**config.mk**
```make
export PLATFORM = sky130hd
export DESIGN_NAME = fnv_cmd_frontend
export DESIGN_NICKNAME = d
export VERILOG_FILES = /design/src/rtl/fnv_cmd_frontend.sv
export SDC_FILE = /design/constraint.sdc
export NUM_CORES = 1
export LEC_CHECK = 0
export CAP_MARGIN = 30
export CORE_MARGIN = 2
export CORE_UTILIZATION = 40
export CTS_BUF_LIST = sky130_fd_sc_hd__clkbuf_4 sky130_fd_sc_hd__clkbuf_8
export DETAILED_ROUTE_END_ITERATION = 8
export GPL_TIMING_DRIVEN = 0
export PLACE_DENSITY = 0.68
export SYNTH_ARGS = -nofsm -noshare
export SYNTH_HDL_FRONTEND = slang
export SYNTH_SLANG_ARGS = --single-unit
```
**constraint.sdc**
```tcl
create_clock -name clk -period 1.7 [get_ports clk]
set_input_delay 0.34 -clock clk [delete_from_list [all_inputs] [get_ports clk]]
set_output_delay 0.34 -clock clk [all_outputs]
set_load 0.005 [all_outputs]
```
**src/rtl/fnv_cmd_frontend.sv**
```systemverilog
// Command/framing front end for the FNV-1a hasher.
// Decodes the I2C receive byte stream (reset / data frame / snapshot /
// clear-error), drives the hasher inputs, and serves a latched 32-bit hash
// back to the I2C transmitter one byte at a time, MSB first.
module fnv_cmd_frontend #(
    parameter logic [31:0] OffsetBasis = 32'h811C9DC5,
    parameter logic [7:0]  CmdReset    = 8'h01,
    parameter logic [7:0]  CmdData     = 8'h02,
    parameter logic [7:0]  CmdSnap     = 8'h03,
    parameter logic [7:0]  CmdClrErr   = 8'h04
) (
    input  logic        clk,
    input  logic        reset,
    input  logic        rx_valid,
    input  logic [7:0]  rx_data,
    input  logic        rx_stop,
    input  logic        tx_req,
    output logic [7:0]  tx_data,
    input  logic [31:0] hash_in,
    output logic        hash_reset,
    output logic        hash_enable,
    output logic [7:0]  hash_byte,
    output logic        busy,
    output logic        err
);

    typedef enum logic [1:0] {
        ST_IDLE = 2'd0,
        ST_LEN  = 2'd1,
        ST_DATA = 2'd2,
        ST_SNAP = 2'd3
    } state_t;

    state_t      state_r, state_s;
    logic [7:0]  remaining_r, remaining_s;
    logic        err_r, err_s;
    logic [31:0] snapshot_r, snapshot_s;
    logic [1:0]  idx_r, idx_s;
    logic [7:0]  tx_data_r, tx_data_s;
    logic        hash_reset_r, hash_reset_s;
    logic        hash_enable_r, hash_enable_s;
    logic [7:0]  hash_byte_r, hash_byte_s;
    logic        busy_r;

    // Byte idx of the snapshot, idx 0 being the most significant byte.
    function automatic logic [7:0] byte_sel(input logic [31:0] word, input logic [1:0] idx);
        logic [7:0] b;
        case (idx)
            2'd0:    b = word[31:24];
            2'd1:    b = word[23:16];
            2'd2:    b = word[15:8];
            2'd3:    b = word[7:0];
            default: b = word[31:24];
        endcase
        return b;
    endfunction

    // Next-state, frame bookkeeping, hasher drive and readout selection.
    always_comb begin
        state_s       = state_r;
        remaining_s   = remaining_r;
        err_s         = err_r;
        snapshot_s    = snapshot_r;
        hash_reset_s  = 1'b0;
        hash_enable_s = 1'b0;
        hash_byte_s   = 8'h00;
        if (tx_req) begin
            idx_s = idx_r + 2'd1;
        end else begin
            idx_s = idx_r;
        end

        case (state_r)
            ST_IDLE, ST_SNAP: begin
                // SNAP lasts one cycle; a byte arriving during it is decoded
                // exactly as in IDLE, and the capture wins over tx_req.
                if (state_r == ST_SNAP) begin
                    snapshot_s = hash_in;
                    idx_s      = 2'd0;
                    state_s    = ST_IDLE;
                end else begin
                    state_s = ST_IDLE;
                end
                if (rx_valid) begin
                    case (rx_data)
                        CmdReset:  hash_reset_s = 1'b1;
                        CmdData:   state_s      = ST_LEN;
                        CmdSnap:   state_s      = ST_SNAP;
                        CmdClrErr: err_s        = 1'b0;
                        default:   err_s        = 1'b1;
                    endcase
                end else begin
                    hash_reset_s = 1'b0;
                end
            end
            ST_LEN: begin
                if (rx_valid) begin
                    remaining_s = rx_data;
                    if (rx_data == 8'd0) begin
                        state_s = ST_IDLE;
                    end else begin
                        state_s = ST_DATA;
                    end
                end else begin
                    state_s = ST_LEN;
                end
            end
            ST_DATA: begin
                // Payload bytes go straight to the hasher, never decoded.
                if (rx_valid) begin
                    hash_enable_s = 1'b1;
                    hash_byte_s   = rx_data;
                    remaining_s   = remaining_r - 8'd1;
                    if (remaining_r == 8'd1) begin
                        state_s = ST_IDLE;
                    end else begin
                        state_s = ST_DATA;
                    end
                end else begin
                    state_s = ST_DATA;
                end
            end
            default: begin
                state_s = ST_IDLE;
            end
        endcase

        // STOP is judged after the byte of the same cycle: only a frame that
        // is still open (length pending or payload outstanding) is aborted.
        if (rx_stop && ((state_s == ST_LEN) || (state_s == ST_DATA))) begin
            err_s   = 1'b1;
            state_s = ST_IDLE;
        end else begin
            err_s = err_s;
        end

        tx_data_s = byte_sel(snapshot_s, idx_s);
    end

    // State and output registers with synchronous reset.
    always_ff @(posedge clk) begin
        if (reset) begin
            state_r       <= ST_IDLE;
            remaining_r   <= 8'd0;
            err_r         <= 1'b0;
            snapshot_r    <= OffsetBasis;
            idx_r         <= 2'd0;
            tx_data_r     <= OffsetBasis[31:24];
            hash_reset_r  <= 1'b1;
            hash_enable_r <= 1'b0;
            hash_byte_r   <= 8'h00;
            busy_r        <= 1'b0;
        end else begin
            state_r       <= state_s;
            remaining_r   <= remaining_s;
            err_r         <= err_s;
            snapshot_r    <= snapshot_s;
            idx_r         <= idx_s;
            tx_data_r     <= tx_data_s;
            hash_reset_r  <= hash_reset_s;
            hash_enable_r <= hash_enable_s;
            hash_byte_r   <= hash_byte_s;
            busy_r        <= (state_s != ST_IDLE);
        end
    end

    assign tx_data     = tx_data_r;
    assign hash_reset  = hash_reset_r;
    assign hash_enable = hash_enable_r;
    assign hash_byte   = hash_byte_r;
    assign busy        = busy_r;
    assign err         = err_r;

endmodule

```
==> run metrics, run 1 <==
I/O pin cnt 65; Leak 1.51 nW; Sw Pwr 0.754 mW; Power Dens Cells 748 nW/um^2; Startpoint Class flip-flop; DRC 0; CTS Root Buffer Type clkbuf_8; Synth Instances 292; share of flip-flops with an asynchronous set or reset 0%; top post-synthesis cells by area dfxtp_1 (43%), mux4_2 (6.1%), mux2_2 (5.3%); skew final 0.0163 ns; crit path cell chain inv_4 -> ha_4 -> nor2b_4 -> or3_4 -> buf_8 -> a211oi_2 -> a211oi_1; net count after synthesis 343; Synth top cells by count dfxtp_1 (64), nor2_1 (27), nand2_1 (19); routability congestion estimate 0.864; launch point of the worst reg-to-reg path state_r[0]; vias 2423; Die Y 89.8 um; core area 7180 um^2; first-pass GRT wire length 11.3 mm; Storage cell area 1290 um^2; fraction of layout cells with a size suffix above 1 25.3%; worst-margin pin slew 0.588 ns; synthesized area 2950 um^2; status complete, no violations; Required @ worst endpoint 1.89 ns; Max Cap Viol 0; largest net degree at the start of global routing 11; Post-Route Utilization 57.3%; Critical Path Fanout Max 5; synth warn 0; most frequent cell after synthesis dfxtp_1; Final Hold Viols 0; Post-synth top flop dfxtp_1; Power Total 3.07 mW; CP arrival 1.88 ns; clock buffer count from CTS 9; worst setup margin 0.0162 ns; Via density 5.10; # setup viols final 0; Detail Placement HPWL 4.92 mm; worst slack at placement -0.626 ns; H-tree levels 3; area grow syn2layout 39.5%; Hold Crit Start reset; I/O Buffers 63; multi-input logic area 1680 um^2; Setup CP Type flip-flop to flip-flop; number of synthesized flops with an enable pin 0; f_max 0.594 GHz; clock share of power 38.9%; switching part of the total 24.5%; relative slew slack 60.8%; final WL 7.10 mm; top cell type by total area after synthesis dfxtp_1; initial antenna violation count 0; Final period util 99.0%; Die ar. 8070 um^2; TritonCTS clock tree yes; Syn Area/Cell 10.1 um^2; Netlist cell types 50; # hold bufs at CTS 0; VDD IR max 0.697 mV; First DRT Iteration DRCs 142; RSZ-0062 raised after global routing yes; vias in the first global route 2322; Sequential Power Share 49.8%; crit path launch state_r[0]; Hold Path Class input port to flip-flop; post-route ant nets 0; clk buf depth 2; Clock Latency Late Sink 0.35 ns; fin. max-slew vios 0; P_int 2.32 mW; sequential element share of the synthesized area 43.5%; Initial Utilization 41.1%; drt pass-1 iters 4; Setup TNS 0 ns; total track usage 17.6%; crit-path max cell delay 0.41 ns; # nets final 423; FP Rows 31; n_diodes 0; Avg WL per Cell 14.9 um; Worst-path clk slew 0.08 ns; Final Non-Filler Cells 475; fill count 627; Clock Sinks 64; Critical Path Sink Type flip-flop; Logic pwr share 11.3%; placed cell count 454; CP max-delay cell or3_4; Synth top area share 43.5%; minimum clock period 1.68 ns; flops & latches, synth 64; die width 89.8 um; global route overflow 0
registers in the layout (all words and copies together), names as in the netlist:
register,count
err,1
hash_enable,1
remaining_r,8
tx_data,8
state_r,2
idx_r,2
hash_reset,1
hash_byte,8
busy,1
snapshot_r,32
cells by family after synthesis:
| logic type | count (synthesis) | synth area share (%) |
|---|---|---|
| xor+xnor | 4 | 1.19 |
| simple gates | 98 | 17.8 |
| buf+inv | 24 | 3.82 |
| mux | 35 | 15.9 |
| compound gates | 61 | 15.3 |
| flops | 64 | 43.5 |
| fa+ha+maj | 6 | 2.55 |
metal layers:
layer  vias to the layer above  part of all wire (%)  GRT usage [%]
li1                       1208                     -              -
met1                      1142                    47           22.6
met2                        68                    47           28.3
met3                         5                   5.2           5.36
met4                         0                  0.80           5.90
met5                         -                     0              0
cell usage in the layout, fill, tap and decap left out, drive strengths merged, types with 13 or more instances in the layout:
cell           instances
a21oi                 17
clkdlybuf4s50         56
mux2                  14
clkbuf                22
nand2                 19
dfxtp                 64
nor2                  27
buf                   16
mux2i                 13
nor2b                 16
worst paths after layout:
path                                  endpoint  slack [ns]  cells after the start
worst min-delay path            snapshot_r[26]        0.27                      2
worst min register to register   snapshot_r[4]        0.50                      2
worst max register to register      tx_data[4]        0.02                      7
worst max-delay path                tx_data[4]        0.02                      7
power groups by stage:
stage                     clock network (mW)  registers [mW]  logic [mW]
after floorplan                            0            1.57       0.119
after global placement                     0            1.57       0.318
after detailed placement                   0            1.57       0.320
after CTS                               1.22            1.53       0.341
after global routing                    1.29            1.53       0.369
final                                   1.20            1.53       0.346
through the flow:
| stage | hold WS [ns] | instance area (um^2) |
|---|---|---|
| floorplan | 0.440 | 2970 |
| global placement | 0.462 | 3720 |
| detailed placement | 0.470 | 3720 |
| CTS | 0.262 | 4040 |
| global route | 0.258 | 4110 |
| finish | 0.272 | 4110 |
worst max-delay path, delay by kind of cell (launching register included):
family | cells | cell delay (ns)
adders and majority gates | 1 | 0.28
AOI/OAI and AO/OA | 2 | 0.21
and+or+nand+nor | 2 | 0.47
DFF | 1 | 0.39
buffers and inverters | 2 | 0.18
layout make-up:
class	instances	share of cell area, %
plain buffers	18	3.56
inverters	6	0.670
multi-input cells	204	40.7
clock buffers	12	3.86
flip-flops and latches	64	31.3
clock inverters	3	0.426
repair buffers	69	16.4
well taps	99	3.01
what timing repair did:
| item | CTS | global route |
|---|---|---|
| pin swaps | 8 | 10 |
| gates cloned | 1 | 0 |
| setup buffers | 2 | 3 |
| endpoints found under the setup margin | 42 | 19 |
| resized for setup | 40 | 24 |
(Power assumes the default switching activity.)
==> run 2: changes to the inputs <==
--- a/config.mk
+++ b/config.mk
@@ -6,7 +6,6 @@
 export NUM_CORES = 1
 export LEC_CHECK = 0
 export CAP_MARGIN = 30
-export CORE_MARGIN = 2
 export CORE_UTILIZATION = 40
 export CTS_BUF_LIST = sky130_fd_sc_hd__clkbuf_4 sky130_fd_sc_hd__clkbuf_8
 export DETAILED_ROUTE_END_ITERATION = 8
==> run 2 against run 1 <==
Effect of this change: combinational power rose by 5%; clock power rose by 24%; register-to-register slack worse by 0.04 ns; sequential share of layout area decreased by 0.63 points; highest routed layer unchanged; the flow now finishes with violations (setup timing); count of clock-buffer cells in the layout decreased by 3; via count up 3.0%.
==> run metrics, run 2 (synthesized netlist as in run 1, its figures left out) <==
Storage cell area 1290 um^2; Sequential Power Share 45.1%; DRC 0; Via density 5.23; TritonCTS clock tree yes; CTS Root Buffer Type clkbuf_8; vias in the first global route 2334; Die Y 87.8 um; Leak 1.54 nW; Final Hold Viols 0; max FFs per register 32; Worst-path clk slew 0.08 ns; Critical Path Sink Type flip-flop; # hold bufs at CTS 0; Required @ worst endpoint 1.91 ns; fin. max-slew vios 0; CP arrival 1.93 ns; core area 6940 um^2; R2R setup slack -0.02 ns; vias 2495; first-pass GRT wire length 11.4 mm; commonest non-fill, non-tap cell in the layout dfxtp_1; switching part of the total 24.4%; post-route ant nets 0; n_diodes 0; failing checks setup timing; Reg-to-Reg End tx_data[2]; placed cell count 451; Initial Utilization 42.5%; Worst Hold Path EP snapshot_r[27]; Hold Crit Start reset; Power Dens Cells 806 nW/um^2; most frequent cells in the layout dfxtp_1 (60), clkdlybuf4s50_1 (56), nor2_1 (25); fraction of layout cells with a size suffix above 1 27.8%; status finished, violations left; CP max-delay cell or3_4; RSZ-0062 raised after global routing yes; final hold slack 0.244 ns; minimum clock period 1.72 ns; f_max 0.580 GHz; DP Area 3720 um^2; global route overflow 0; Max Cap Viol 0; Biggest register snapshot_r; skew final 0.00788 ns; drt pass-1 iters 4; clk buf depth 2; Clock Sinks 64; crit-path max cell delay 0.40 ns; Power Total 3.39 mW; crit path cell chain inv_4 -> ha_4 -> nor2b_4 -> or3_4 -> buf_4 -> clkbuf_4 -> nand2_1 -> a21oi_1; # setup viols final 5; Buf/Inv on CP 3; Die ar. 7720 um^2; Sw Pwr 0.826 mW; # nets final 427; worst r2r path cells 8; fill count 587; Logic pwr share 10.8%; I/O Buffers 63; H-tree levels 3; initial antenna violation count 0; VDD IR max 0.401 mV; delay-heaviest family, CP simple AND/OR/NAND/NOR gates; worst-margin pin slew 0.705 ns; Critical Path Fanout Max 5; Avg WL per Cell 15.0 um; Startpoint Class flip-flop; Hold Path Class input port to flip-flop; final WL 7.16 mm; relative slew slack 53.0%; routability congestion estimate 0.810; FP Rows 30; die width 87.8 um; Final period util 101%; Setup CP Type flip-flop to flip-flop; launch point of the worst reg-to-reg path state_r[0]; worst setup margin -0.0230 ns; largest net degree at the start of global routing 14; P_int 2.56 mW; Clock Latency Late Sink 0.35 ns; clock share of power 44.1%; Detail Placement HPWL 4.94 mm; hold depth 2; final instance area 4200 um^2; First DRT Iteration DRCs 152; worst slack at placement -0.583 ns; total track usage 19.5%; I/O pin cnt 65; multi-input logic area 1690 um^2; Final Non-Filler Cells 477; area grow syn2layout 42.6%; clock buffer count from CTS 9
-- run 2: cell types whose count changed in the layout (fill, tap and decap cells not counted), moves of 2 or more --
cell / before / now
clkinv_2: 2 / 0
dfxtp_2: 0 / 2
buf_4: 8 / 13
clkbuf_8: 11 / 9
dfxtp_1: 62 / 60
mux2i_1: 13 / 11
clkinv_4: 0 / 3
mux2i_2: 0 / 2
bufinv_16: 0 / 2
-- run 2: power by group through the flow --
stage               Combinational [mW]  Sequential [mW]  Clock (mW)
finish                           0.365             1.53        1.49
global route                     0.391             1.53        1.59
CTS                              0.348             1.53        1.53
detailed placement               0.320             1.57           0
global placement                 0.318             1.57           0
floorplan                        0.119             1.57           0
-- run 2: repair_timing --
item                                    4_1_cts  5_1_grt
pin swaps                                     9       11
endpoints found under the setup margin       37       23
setup buffers                                 2        7
resized for setup                            46       23
gates cloned                                  1        0
-- run 2: area by class of cell --
cell class | instances | share of cell area (%)
buffer | 18 | 3.42
clock buffer | 9 | 2.95
clock inverter | 7 | 2.50
inverter | 6 | 0.655
multi-input combinational | 204 | 40.2
sequential | 64 | 30.7
tap | 96 | 2.86
timing repair buffer | 73 | 16.7
-- run 2: per-layer routing --
metal,track usage (%),wire length (um)
met3,5.94,380
met4,7.45,92
met1,25.7,3410
met2,30.2,3280
met5,0,0
-- run 2: how the worst max path moves through the flow --
| stage | from | to | slack, ns | cells past startpoint |
|---|---|---|---|---|
| after floorplan | rx_data[5] | err | 0.002 | 5 |
| after global placement | rx_data[5] | err | -0.59 | 6 |
| after detailed placement | rx_data[4] | err | -0.58 | 6 |
| after CTS | state_r[0] | tx_data[4] | -0.003 | 7 |
| after global routing | remaining_r[5] | err | -0.08 | 5 |
| final | state_r[0] | tx_data[2] | -0.02 | 8 |
-- run 2: stage by stage --
step | util (%) | TNS (ns)
floorplan | - | 0
global placement | 53.5 | -9.95
CTS | 59.1 | -0.00341
finish | 60.5 | -0.0802
detailed placement | 53.5 | -10.57
global route | 60.5 | -0.473
